## config.mk

```make
export PLATFORM = sky130hd
export DESIGN_NAME = melody_sequencer
export DESIGN_NICKNAME = d
export VERILOG_FILES = /design/src/rtl/melody_sequencer.sv
export SDC_FILE = /design/constraint.sdc
export NUM_CORES = 1
export LEC_CHECK = 0
export CAP_MARGIN = 20
export CELL_PAD_IN_SITES_DETAIL_PLACEMENT = 1
export CELL_PAD_IN_SITES_GLOBAL_PLACEMENT = 2
export CORE_MARGIN = 2
export CORE_UTILIZATION = 45
export DETAILED_ROUTE_END_ITERATION = 10
export PLACE_DENSITY_LB_ADDON = 0.25
export SKIP_LAST_GASP = 1
export SLEW_MARGIN = 20
export SYNTH_ARGS = -nofsm -noshare
export SYNTH_HDL_FRONTEND = slang
export SYNTH_SLANG_ARGS = --single-unit
```

## constraint.sdc

```tcl
create_clock -name clk -period 3.32 [get_ports clk]
set_clock_uncertainty 0.1 [all_clocks]
set_input_delay 0.332 -clock clk [delete_from_list [all_inputs] [get_ports clk]]
set_output_delay 0.332 -clock clk [all_outputs]
set_load 0.1 [all_outputs]
```

## src/rtl/melody_sequencer.sv

```systemverilog
// Plays a 16-entry note program as one-hot keys for a tone generator, with a silent gap after each note.
// Latency: the first key appears 2 cycles after start is sampled; each note lasts max(dur,1)*TICK_DIV cycles.
// Backpressure: none. stop aborts playback, and start or writes are ignored while busy.
module melody_sequencer #(
    parameter int TICK_DIV  = 500000,
    parameter int GAP_TICKS = 2
) (
    input  logic        clk,
    input  logic        rst_n,
    input  logic        start,
    input  logic        stop,
    input  logic        loop_en,
    input  logic        wr_en,
    input  logic [3:0]  wr_addr,
    input  logic [11:0] wr_data,
    output logic [6:0]  key_out,
    output logic        octave_out,
    output logic        busy,
    output logic        done,
    output logic [3:0]  cur_addr
);

    localparam int PW = (TICK_DIV > 1) ? $clog2(TICK_DIV) : 1;
    localparam int TW = ($clog2(GAP_TICKS + 1) > 7) ? $clog2(GAP_TICKS + 1) : 7;
    localparam logic [PW-1:0] PRESC_LAST = PW'(TICK_DIV - 1);
    localparam logic [TW-1:0] GAP_LAST   = TW'((GAP_TICKS > 0) ? GAP_TICKS - 1 : 0);

    typedef enum logic [1:0] {
        S_IDLE,
        S_LOAD,
        S_NOTE,
        S_GAP
    } state_t;

    state_t          state_q, state_d;
    logic [11:0]     entry_q, entry_d;
    logic [3:0]      addr_q,  addr_d;
    logic [PW-1:0]   presc_q, presc_d;
    logic [TW-1:0]   tick_q,  tick_d;
    logic            done_q,  done_d;
    logic [11:0]     mem_q [16];

    logic            presc_wrap;
    logic            note_last;
    logic            gap_last;
    logic            is_last;
    logic            seg_end;
    logic [6:0]      dur_eff;
    logic [6:0]      key_dec;

    // Note memory holds no reset; the program is only writable while idle.
    always_ff @(posedge clk) begin
        if (wr_en && (state_q == S_IDLE)) begin
            mem_q[wr_addr] <= wr_data;
        end
    end

    always_comb begin
        dur_eff    = (entry_q[6:0] == 7'd0) ? 7'd1 : entry_q[6:0];
        presc_wrap = (presc_q == PRESC_LAST);
        note_last  = (tick_q == TW'(dur_eff - 7'd1));
        gap_last   = (tick_q == GAP_LAST);
        is_last    = entry_q[11] || (addr_q == 4'd15);
    end

    always_comb begin
        state_d = state_q;
        entry_d = entry_q;
        addr_d  = addr_q;
        presc_d = presc_q;
        tick_d  = tick_q;
        done_d  = 1'b0;
        seg_end = 1'b0;

        if (presc_wrap) begin
            presc_d = '0;
            tick_d  = tick_q + TW'(1);
        end else begin
            presc_d = presc_q + PW'(1);
        end

        case (state_q)
            S_IDLE: begin
                addr_d  = 4'd0;
                presc_d = '0;
                tick_d  = '0;
                if (start && !stop) begin
                    state_d = S_LOAD;
                end
            end
            S_LOAD: begin
                entry_d = mem_q[addr_q];
                presc_d = '0;
                tick_d  = '0;
                state_d = S_NOTE;
            end
            S_NOTE: begin
                if (presc_wrap && note_last) begin
                    presc_d = '0;
                    tick_d  = '0;
                    if (GAP_TICKS > 0) begin
                        state_d = S_GAP;
                    end else begin
                        seg_end = 1'b1;
                    end
                end
            end
            S_GAP: begin
                if (presc_wrap && gap_last) begin
                    presc_d = '0;
                    tick_d  = '0;
                    seg_end = 1'b1;
                end
            end
            default: state_d = S_IDLE;
        endcase

        // End of a note (and its gap): advance, loop back, or finish.
        if (seg_end) begin
            if (!is_last) begin
                addr_d  = addr_q + 4'd1;
                state_d = S_LOAD;
            end else if (loop_en) begin
                addr_d  = 4'd0;
                state_d = S_LOAD;
            end else begin
                addr_d  = 4'd0;
                state_d = S_IDLE;
                done_d  = 1'b1;
            end
        end

        if (stop && (state_q != S_IDLE)) begin
            state_d = S_IDLE;
            addr_d  = 4'd0;
            presc_d = '0;
            tick_d  = '0;
            done_d  = 1'b0;
        end
    end

    always_ff @(posedge clk or negedge rst_n) begin
        if (!rst_n) begin
            state_q <= S_IDLE;
            entry_q <= '0;
            addr_q  <= '0;
            presc_q <= '0;
            tick_q  <= '0;
            done_q  <= 1'b0;
        end else begin
            state_q <= state_d;
            entry_q <= entry_d;
            addr_q  <= addr_d;
            presc_q <= presc_d;
            tick_q  <= tick_d;
            done_q  <= done_d;
        end
    end

    // Keys decode from registered state, so an async reset silences them at once.
    always_comb begin
        key_dec = '0;
        if ((state_q == S_NOTE) && (entry_q[9:7] != 3'd0)) begin
            key_dec[entry_q[9:7] - 3'd1] = 1'b1;
        end
    end

    assign key_out    = key_dec;
    assign octave_out = entry_q[10];
    assign busy       = (state_q != S_IDLE);
    assign done       = done_q;
    assign cur_addr   = addr_q;

endmodule

```

==> results of run 1 <==
[worst paths after layout]
kind / slack (ns) / to / cells past startpoint / startpoint
setup / recovery: 0.40 / tick_q[3]$_DFF_PN0_ / 9 / entry_q[3]$_DFFE_PN0N_
hold / removal: 0.24 / presc_q[11]$_DFF_PN0_ / 2 / rst_n
setup reg to reg: 0.40 / tick_q[3]$_DFF_PN0_ / 9 / entry_q[3]$_DFFE_PN0N_
hold reg to reg: 0.39 / presc_q[0]$_DFF_PN0_ / 1 / presc_q[0]$_DFF_PN0_
max in group asynchronous: 2.42 / cur_addr[0]$_DFFE_PN0P_ / 2 / rst_n
min in group clk: 0.39 / presc_q[0]$_DFF_PN0_ / 1 / presc_q[0]$_DFF_PN0_
[flip-flops by register name (all words and copies together), names as in the netlist]
signal and cells:
mem_q 192, presc_q 19, entry_q 12, tick_q 7, cur_addr 4, state_q 2
done 1
[Yosys cell counts (all sizes together) (2+ instances only)]
cell type  count  area share [%]
and3           5            0.32
nand4          5            0.32
xnor2         16             1.4
edfxtp       192              58
inv           19            0.72
nor4b          3            0.27
nor3          29             1.5
nand2         30             1.1
a31oi          3            0.19
nand2b         6            0.38
or2            2            0.13
nor2          44             1.7
o21ai         21             1.1
a21oi         23             1.2
mux4          36             8.2
nor4           4            0.47
buf           12            0.59
mux2i         25             2.5
clkbuf        16            0.62
mux2           9             1.0
xor2          11            0.97
o221ai        14             1.2
and4           5            0.44
nand3         11            0.56
o22ai         12            0.76
ha            11             1.4
or3            5            0.32
dfrtp         45              11
[kinds of logic (layout without fill, tap and decap cells)]
| logic type | count (synthesis) | after routing | synth area share, % |
|---|---|---|---|
| DFF | 237 | 237 | 69.6 |
| AOI/OAI and AO/OA | 82 | 82 | 5.22 |
| buffers and inverters | 47 | 126 | 1.93 |
| muxes | 70 | 70 | 11.7 |
| adders and majority gates | 11 | 11 | 1.39 |
| xor gates and xnor gates | 27 | 27 | 2.39 |
| and+or+nand+nor | 153 | 153 | 7.79 |
[cell type report]
type | instances | area, µm² | share of cell area (%)
inverters | 19 | 71.3 | 0.619
clock inverters | 16 | 156 | 1.36
multi-input cells | 343 | 2860 | 24.8
well taps | 280 | 350 | 3.04
repair buffers | 60 | 520 | 4.52
clock buffers | 31 | 669 | 5.81
flip-flops and latches | 237 | 6900 | 59.9
[layout by cell type (no fill, tap or decap), drive strengths merged, types with 21 or more instances in the layout]
master and count:
clkdlybuf4s50 22, nor2 44, nor3 29, dfrtp 45, a21oi 23, o21ai 21
mux4 36, mux2i 25, nand2 30, edfxtp 192, buf 37, clkbuf 31
[through the flow]
step,TNS [ns],util [%],power [µW],std cells
floorplan,-0.880,-,4250,627
global placement,0,49.3,4510,938
detailed placement,0,49.3,4570,938
CTS,0,53.1,7330,986
global route,0,53.1,7540,986
finish,0,53.1,7250,986
[metal layers]
metal / up-vias / global-route usage (%) / wire length (µm)
li1: 2574 / - / -
met1: 2966 / 26.9 / 9670
met2: 129 / 34.8 / 11600
met3: 36 / 3.19 / 1010
met4: 0 / 4.27 / 403
met5: - / 0 / 0
[critical path, cell delays in order (launching register included)]
cell and delay, ns:
dfrtp_1 0.49, nor4_4 0.34, a21oi_1 0.14, ha_1 0.26
nor3b_1 0.16, xnor2_1 0.14, nand3_1 0.09, a2111o_1 0.41
a22oi_1 0.51, nor3_1 0.12
[power by group]
group | total (µW) | internal, µW | switching [µW]
registers | 3510 | 3360 | 150
clock network | 2740 | 1600 | 1140
logic | 994 | 332 | 662
total | 7250 | 5290 | 1960
==> flow_summary.toml, run 1 <==
[synth]
ys.flop_type = "edfxtp_1"
synth_warnings = 0
syn_area_um2 = 9910
syn_nets = 660
synth_cell_types = 46
async_flop_share_pct = 19.0
syn_avg_cell_area_um2 = 15.8
synth-seq-area-share_pct = 69.6
syn_inst = 627
synth_enable_flop_cells = 192
ys_ff_latch = 237

[die]
die_area_um2 = 23200
num_rows = 54
die_w_um = 152
die_h_um = 152
start_util_pct = 45.7
core_um2 = 21700
ios = 36

[place]
port_buffers = 35
place_area_um2 = 10700
dp_hpwl_um = 15000
dp_worst_setup_slack_ns = 0.424
gp_congestion = 0.791

[global_route]
track_usage_pct = 20.0
grt_pass1_vias = 6170
grt_max_degree = 46
grt_overflow_total = 0
antenna_found_initial = 0
grt_pass1_wl_um = 36000

[setup_path]
required_ns = 3.61
crit_fanout = 8
arrival_ns = 3.21
start_kind = "flip-flop"
end_kind = "flip-flop"
critPathKind = "flip-flop to flip-flop"

[sta]
fmax_mhz = 342
whs_ns = 0.245
relSlewSlack_pct = 35.2
report.final.slew_viol_count = 0
hold_viol = 0
worst_slack_ns = 0.396
finalCriticalPeriod_ns = 2.92
setup_viol = 0
rsz0062_at_grt = "no"
tightest_slew_ns = 0.969
min_period_over_period_pct = 88.1

[finish]
syn_to_final_growth_pct = 16.3
diodes = 0
fill_cells = 2071
final_layout_size_suffix_gt1_share_pct = 18.1
final_nets = 720
fin_area_um2 = 11500

[detailed_routing]
via_per_inst = 5.79
routedWlPerCell_um = 23.0
wirelength_um = 22700
dr.first_iter.drc_count = 358
dr_total_vias = 5705
ant_nets = 0
drt_first_pass_iters = 4
route.detailed.drc = 0

[clock_tree]
clock_latency_ns = 0.54
cts-resized-gates = 0
cts_tree = "yes"
cts-root-buf = "clkbuf_16"
cts.sinks = 237
post_cts_buffers = 0
path_clk_slew_ns = 0.06
cts_buffer_depth = 3
hold_buffers = 1
cts_buffers = 26
htreeDepth = 1

[min_path]
worstHoldPathType = "input pin to async pin"

[power]
p_per_area_nw_per_um2 = 629
power.leakage_uw = 0.00378
ir_worst_vdd_uv = 473

[status]
status = "complete, no violations"

[run]
max_cap_violations = 0
Note: power is estimated with default switching activity, not from simulation.
==> inputs of run 2 (changes only) <==
--- a/config.mk
+++ b/config.mk
@@ -6,12 +6,12 @@
 export NUM_CORES = 1
 export LEC_CHECK = 0
 export CAP_MARGIN = 20
-export CELL_PAD_IN_SITES_DETAIL_PLACEMENT = 1
+export CELL_PAD_IN_SITES_DETAIL_PLACEMENT = 2
 export CELL_PAD_IN_SITES_GLOBAL_PLACEMENT = 2
 export CORE_MARGIN = 2
 export CORE_UTILIZATION = 45
 export DETAILED_ROUTE_END_ITERATION = 10
-export PLACE_DENSITY_LB_ADDON = 0.25
+export PLACE_DENSITY_LB_ADDON = 0.1
 export SKIP_LAST_GASP = 1
 export SLEW_MARGIN = 20
 export SYNTH_ARGS = -nofsm -noshare
==> flow_summary.toml, run 2 (synthesis gave the netlist of run 1 again) <==
[finish]
final_cell_mix = "192 x edfxtp_1, 44 x nor2_1, 43 x dfrtp_1"
final_nets = 723
diodes = 0
fill_cells = 1938
top_regs = "mem_q (192), presc_q (19), entry_q (12)"
final_layout_size_suffix_gt1_share_pct = 19.1
syn_to_final_growth_pct = 17.4
largest-register = "mem_q"
regArea_um2 = 6900
final_common_cell = "edfxtp_1"
multi_input_area_um2 = 2860
fin_util_pct = 53.6
largest_register_ffs = 192

[global_route]
track_usage_pct = 24.6
grtUsageMet3_pct = 3.24
grt_pass1_vias = 6721
antenna_found_initial = 0
grt_max_degree = 41
use_met1_pct = 32.1
grt-busiest-layer = "met2"
grt_overflow_total = 0
grt_pass1_wl_um = 43300
grt_use_met2_pct = 44.2

[clock_tree]
post_cts_buffers = 0
path_clk_slew_ns = 0.06
cts.sinks = 237
clock_latency_ns = 0.55
cts_buffer_depth = 3
cts-root-buf = "clkbuf_16"
cts_tree = "yes"
htreeDepth = 1
cts_buffers = 27

[sta]
finalCriticalPeriod_ns = 3.02
tightest_slew_ns = 0.962
relSlewSlack_pct = 35.7
min_period_over_period_pct = 91.0
worst_slack_ns = 0.299
report.final.slew_viol_count = 0
fmax_mhz = 331
rsz0062_at_grt = "no"
setup_viol = 0
hold_viol = 0

[die]
start_util_pct = 45.7
core_um2 = 21700
die_h_um = 152
num_rows = 54
ios = 36
die_area_um2 = 23200
die_w_um = 152

[place]
gp_congestion = 0.838
port_buffers = 35
dp_hpwl_um = 17800
dp_worst_setup_slack_ns = 0.332

[power]
p_comb_share_pct = 13.6
p_clk_share_pct = 40.6
power_uw = 7680
p_sw_uw = 2100
intPower_uw = 5580
p_per_area_nw_per_um2 = 660
power.leakage_uw = 0.00384
ir_worst_vdd_uv = 478
swShare_pct = 27.3
p_seq_share_pct = 45.8

[detailed_routing]
dr_total_vias = 5872
wirelength_um = 27900
ant_nets = 0
dr.first_iter.drc_count = 332
route.detailed.drc = 0
drt_first_pass_iters = 6
routedWlPerCell_um = 28.2
via_per_inst = 5.94

[setup_path]
rr_startpoint = "entry_q[3]$_DFFE_PN0N_"
slowest_delay_ns = 0.54
path_buf_inv = 0
crit_family = "compound AO/OA/AOI/OAI gates"
crit_fanout = 8
cp_cell_sequence = "nor4_4 > a21oi_1 > ha_1 > nor3b_1 > xnor2_1 > nand3_1 > a2111o_1 > a22oi_1 > nor3_1"
reg2reg_depth = 9
crit_slowest_cell = "a22oi_1"
start_kind = "flip-flop"
required_ns = 3.61
reg2reg_to = "tick_q[1]$_DFF_PN0_"
end_kind = "flip-flop"
arrival_ns = 3.31
critPathKind = "flip-flop to flip-flop"
r2r_slack_ns = 0.30

[min_path]
worstHoldPathType = "input pin to async pin"

[status]
status = "complete, no violations"

[run]
max_cap_violations = 0
==> run 2: cell types whose count changed in the layout (fill, tap and decap cells not counted) <==
cell        change
clkbuf_1        +1
clkinv_4        -1
clkinv_1        -5
dfrtp_2         +1
inv_16          +1
clkinvlp_4      -1
buf_12          +1
clkinv_16       -1
clkbuf_16       +1
dfrtp_1         -1
clkinv_2        +2
buf_2           +1
bufinv_16       +3
==> run 2: what timing repair did <==
item	in CTS	in global routing
setup endpoints to repair	0	0
hold endpoints to repair	27	0
resized for setup	0	0
hold buffers	1	0
==> run 2: final cells by class <==
type	instances	area share, %
multi-input combinational	343	24.6
tap	280	3.01
inverter	19	0.613
sequential	237	59.3
timing repair buffer	62	4.69
clock inverter	14	1.82
clock buffer	33	6.00
==> run 2: worst max-delay path by stage <==
stage / startpoint / end / slack (ns) / depth (start not counted)
CTS: entry_q[3]$_DFFE_PN0N_ / tick_q[1]$_DFF_PN0_ / 0.30 / 9
global placement: entry_q[3]$_DFFE_PN0N_ / tick_q[2]$_DFF_PN0_ / 0.57 / 9
floorplan: entry_q[7]$_DFFE_PN0N_ / key_out[4] / -0.19 / 6
global route: entry_q[3]$_DFFE_PN0N_ / tick_q[1]$_DFF_PN0_ / 0.09 / 9
detailed placement: entry_q[3]$_DFFE_PN0N_ / tick_q[2]$_DFF_PN0_ / 0.33 / 9
finish: entry_q[3]$_DFFE_PN0N_ / tick_q[1]$_DFF_PN0_ / 0.30 / 9
==> run 2: routing by layer <==
metal  share of wire, %  wire length, µm
met1                 41            11500
met2                 53            14700
met3                3.7             1030
met4                2.0              570
met5                  0                0
==> run 2: power groups by stage <==
stage / clock network (µW) / logic, µW / registers, µW
final: 3120 / 1050 / 3510
after global routing: 3260 / 1140 / 3530
after CTS: 3170 / 1060 / 3510
after detailed placement: 0 / 1040 / 3570
after global placement: 0 / 955 / 3550
after floorplan: 0 / 707 / 3550
==> run 2: per-stage QoR <==
stage	hold slack [ns]	instance area, µm²	std cells	TNS, ns
floorplan	-0.0636	9920	627	-0.880
global placement	0.299	10700	940	0
detailed placement	0.303	10700	940	0
CTS	0.270	11600	988	0
global route	0.296	11600	988	0
finish	0.250	11600	988	0
==> inputs of run 3 (changes only) <==
--- a/config.mk
+++ b/config.mk
@@ -5,11 +5,12 @@
 export SDC_FILE = /design/constraint.sdc
 export NUM_CORES = 1
 export LEC_CHECK = 0
+export ABC_AREA = 1
 export CAP_MARGIN = 20
 export CELL_PAD_IN_SITES_DETAIL_PLACEMENT = 2
 export CELL_PAD_IN_SITES_GLOBAL_PLACEMENT = 2
 export CORE_MARGIN = 2
-export CORE_UTILIZATION = 45
+export CORE_UTILIZATION = 44
 export DETAILED_ROUTE_END_ITERATION = 10
 export PLACE_DENSITY_LB_ADDON = 0.1
 export SKIP_LAST_GASP = 1
==> constraint.sdc (replaced) <==
create_clock -name clk -period 3.7 [get_ports clk]
set_clock_uncertainty 0.1 [all_clocks]
set_input_delay 0.37 -clock clk [delete_from_list [all_inputs] [get_ports clk]]
set_output_delay 0.37 -clock clk [all_outputs]
set_load 0.1 [all_outputs]
==> flow_summary.toml, run 3 <==
[status]
status = "complete, no violations"

[clock_tree]
cts-root-buf = "clkbuf_16"
cts_buffers = 26
cts_tree = "yes"
clock_latency_ns = 0.56
cts.sinks = 237
cts-resized-gates = 0
path_clk_slew_ns = 0.06
htreeDepth = 1
cts_buffer_depth = 3

[setup_path]
r2r_slack_ns = 1.10
critPathKind = "flip-flop to primary output"
reg2reg_depth = 16
rr_startpoint = "entry_q[2]$_DFFE_PN0N_"
required_ns = 3.23
reg2reg_to = "tick_q[5]$_DFF_PN0_"
start_kind = "flip-flop"
arrival_ns = 2.61
end_kind = "primary output"
crit_fanout = 6

[min_path]
worstHoldPathType = "input pin to async pin"

[synth]
syn_area_um2 = 10200
yosysMostFrequentCell = "edfxtp_1"
yosysTopAreaCellShare_pct = 56.6
syn_avg_cell_area_um2 = 11.0
yosys.area.top_type = "edfxtp_1"
synth_cell_types = 36
synth_area_leaders = "edfxtp_1 57%, dfrtp_1 11%, nor2_1 6.5%"
syn_inst = 926
synth-seq-area-share_pct = 67.6
synth_warnings = 0
async_flop_share_pct = 19.0
ys_ff_latch = 237
syn_nets = 959
synth_enable_flop_cells = 192
yosys-top-cells-count = "192 x edfxtp_1, 177 x nor2_1, 130 x nand2_1"
ys.flop_type = "edfxtp_1"

[sta]
report.final.slew_viol_count = 0
tightest_slew_ns = 1.01
setup_viol = 0
fmax_mhz = 324
relSlewSlack_pct = 32.1
hold_viol = 0
setup_tns_ns = 0
min_period_over_period_pct = 83.3
finalCriticalPeriod_ns = 3.08
rsz0062_at_grt = "no"

[finish]
top_regs = "mem_q (192), presc_q (19), entry_q (12)"
fin_area_um2 = 11900
diodes = 0
largest-register = "mem_q"
largest_register_ffs = 192
final_cell_mix = "192 x edfxtp_1, 176 x nor2_1, 130 x nand2_1"
syn_to_final_growth_pct = 16.4
final_layout_size_suffix_gt1_share_pct = 10.2
final_nets = 1010
final_common_cell = "edfxtp_1"

[place]
port_buffers = 35
place_area_um2 = 10900
dp_hpwl_um = 21200
gp_congestion = 0.810

[detailed_routing]
dr_total_vias = 7425
drt_first_pass_iters = 4
dr.first_iter.drc_count = 515
routedWlPerCell_um = 25.5
via_per_inst = 5.80
route.detailed.drc = 0
ant_nets = 0
wirelength_um = 32600

[global_route]
grt_pass1_wl_um = 50400
grt_pass1_vias = 8378
grt_overflow_total = 0
antenna_found_initial = 0
grt_max_degree = 100
track_usage_pct = 27.8

[power]
ir_worst_vdd_uv = 422
p_per_area_nw_per_um2 = 586
power.leakage_uw = 0.00439

[die]
die_h_um = 156
num_rows = 55
core_um2 = 22700
die_w_um = 156
ios = 36
die_area_um2 = 24400
start_util_pct = 44.9

[run]
max_cap_violations = 0
[run 3: changes by cell type in the layout (fill, tap and decap cells not counted), moves of 19 or more]
cell,before,now
inv_1,19,47
mux2i_1,25,6
mux4_2,36,0
nand2_1,30,130
nor2_1,44,176
o21ai_0,21,119
o22ai_1,12,51
[run 3: layout make-up]
class                      instances  area (µm²)
timing repair buffer              62         556
sequential                       237        6890
inverter                          54         203
fill                            2247       10800
tap                              285         357
clock buffer                      28         668
multi-input combinational        596        2940
clock inverter                    19         245
[run 3: layer usage]
layer / up-vias / GRT usage, % / wire [µm]
li1: 3334 / - / -
met3: 75 / 3.42 / 1340
met2: 202 / 49.7 / 16700
met5: - / 0 / 0
met1: 3814 / 35.2 / 13500
met4: 0 / 8.91 / 1060
[run 3: report_power, final]
| group | switching (µW) | internal, µW | leakage, µW |
|---|---|---|---|
| Combinational | 788 | 293 | 0.00161 |
| Sequential | 93.2 | 3010 | 0.00233 |
| Clock | 1100 | 1660 | 0.000446 |
| Total | 1990 | 4960 | 0.00439 |
[run 3: worst max-delay path by stage]
stage               slack, ns              startpoint                     end  cells after the start
global placement         1.07                   wr_en  mem_q[15][7]$_DFFE_PP_                      5
floorplan                0.11  state_q[0]$_DFFE_PN0P_              key_out[2]                      5
CTS                      0.59  state_q[1]$_DFFE_PN0P_                    busy                      4
detailed placement       0.90                   wr_en  mem_q[15][6]$_DFFE_PP_                      5
global route             0.49  state_q[1]$_DFFE_PN0P_                    busy                      4
finish                   0.62  state_q[1]$_DFFE_PN0P_                    busy                      4
[run 3: metrics by stage]
stage / utilization [%] / instances / power, µW / setup WS [ns] / hold slack [ns]
after floorplan: - / 926 / 3860 / 0.107 / -0.0256
after global placement: 48.2 / 1233 / 4140 / 1.07 / 0.373
after detailed placement: 48.2 / 1233 / 4230 / 0.898 / 0.398
after CTS: 52.2 / 1281 / 7010 / 0.585 / 0.394
after global routing: 52.2 / 1281 / 7210 / 0.493 / 0.339
final: 52.2 / 1281 / 6950 / 0.617 / 0.294
[run 3: logic make-up (layout without fill, tap and decap cells)]
group,Yosys count,in the layout,synth area share (%)
buffers and inverters,93,163,3.62
flip-flops,237,237,67.6
multiplexers,6,6,0.589
AO/OA/AOI/OAI,196,196,10.5
adder cells (fa/ha/maj),11,11,1.35
XOR/XNOR,19,19,1.63
AND/OR/NAND/NOR,364,364,14.7
[run 3: worst max-delay path: stages, from the launching register on]
cell and delay (ns):
dfrtp_1 0.47, inv_1 0.10, ha_1 0.22, inv_1 0.12, clkdlybuf4s50_1 1.16
[run 3: what timing repair did]
item                                    in CTS  in global routing
endpoints found under the setup margin       0                  0
hold endpoints to repair                    45                  0
hold buffers                                 1                  0
setup buffers                                0                  0
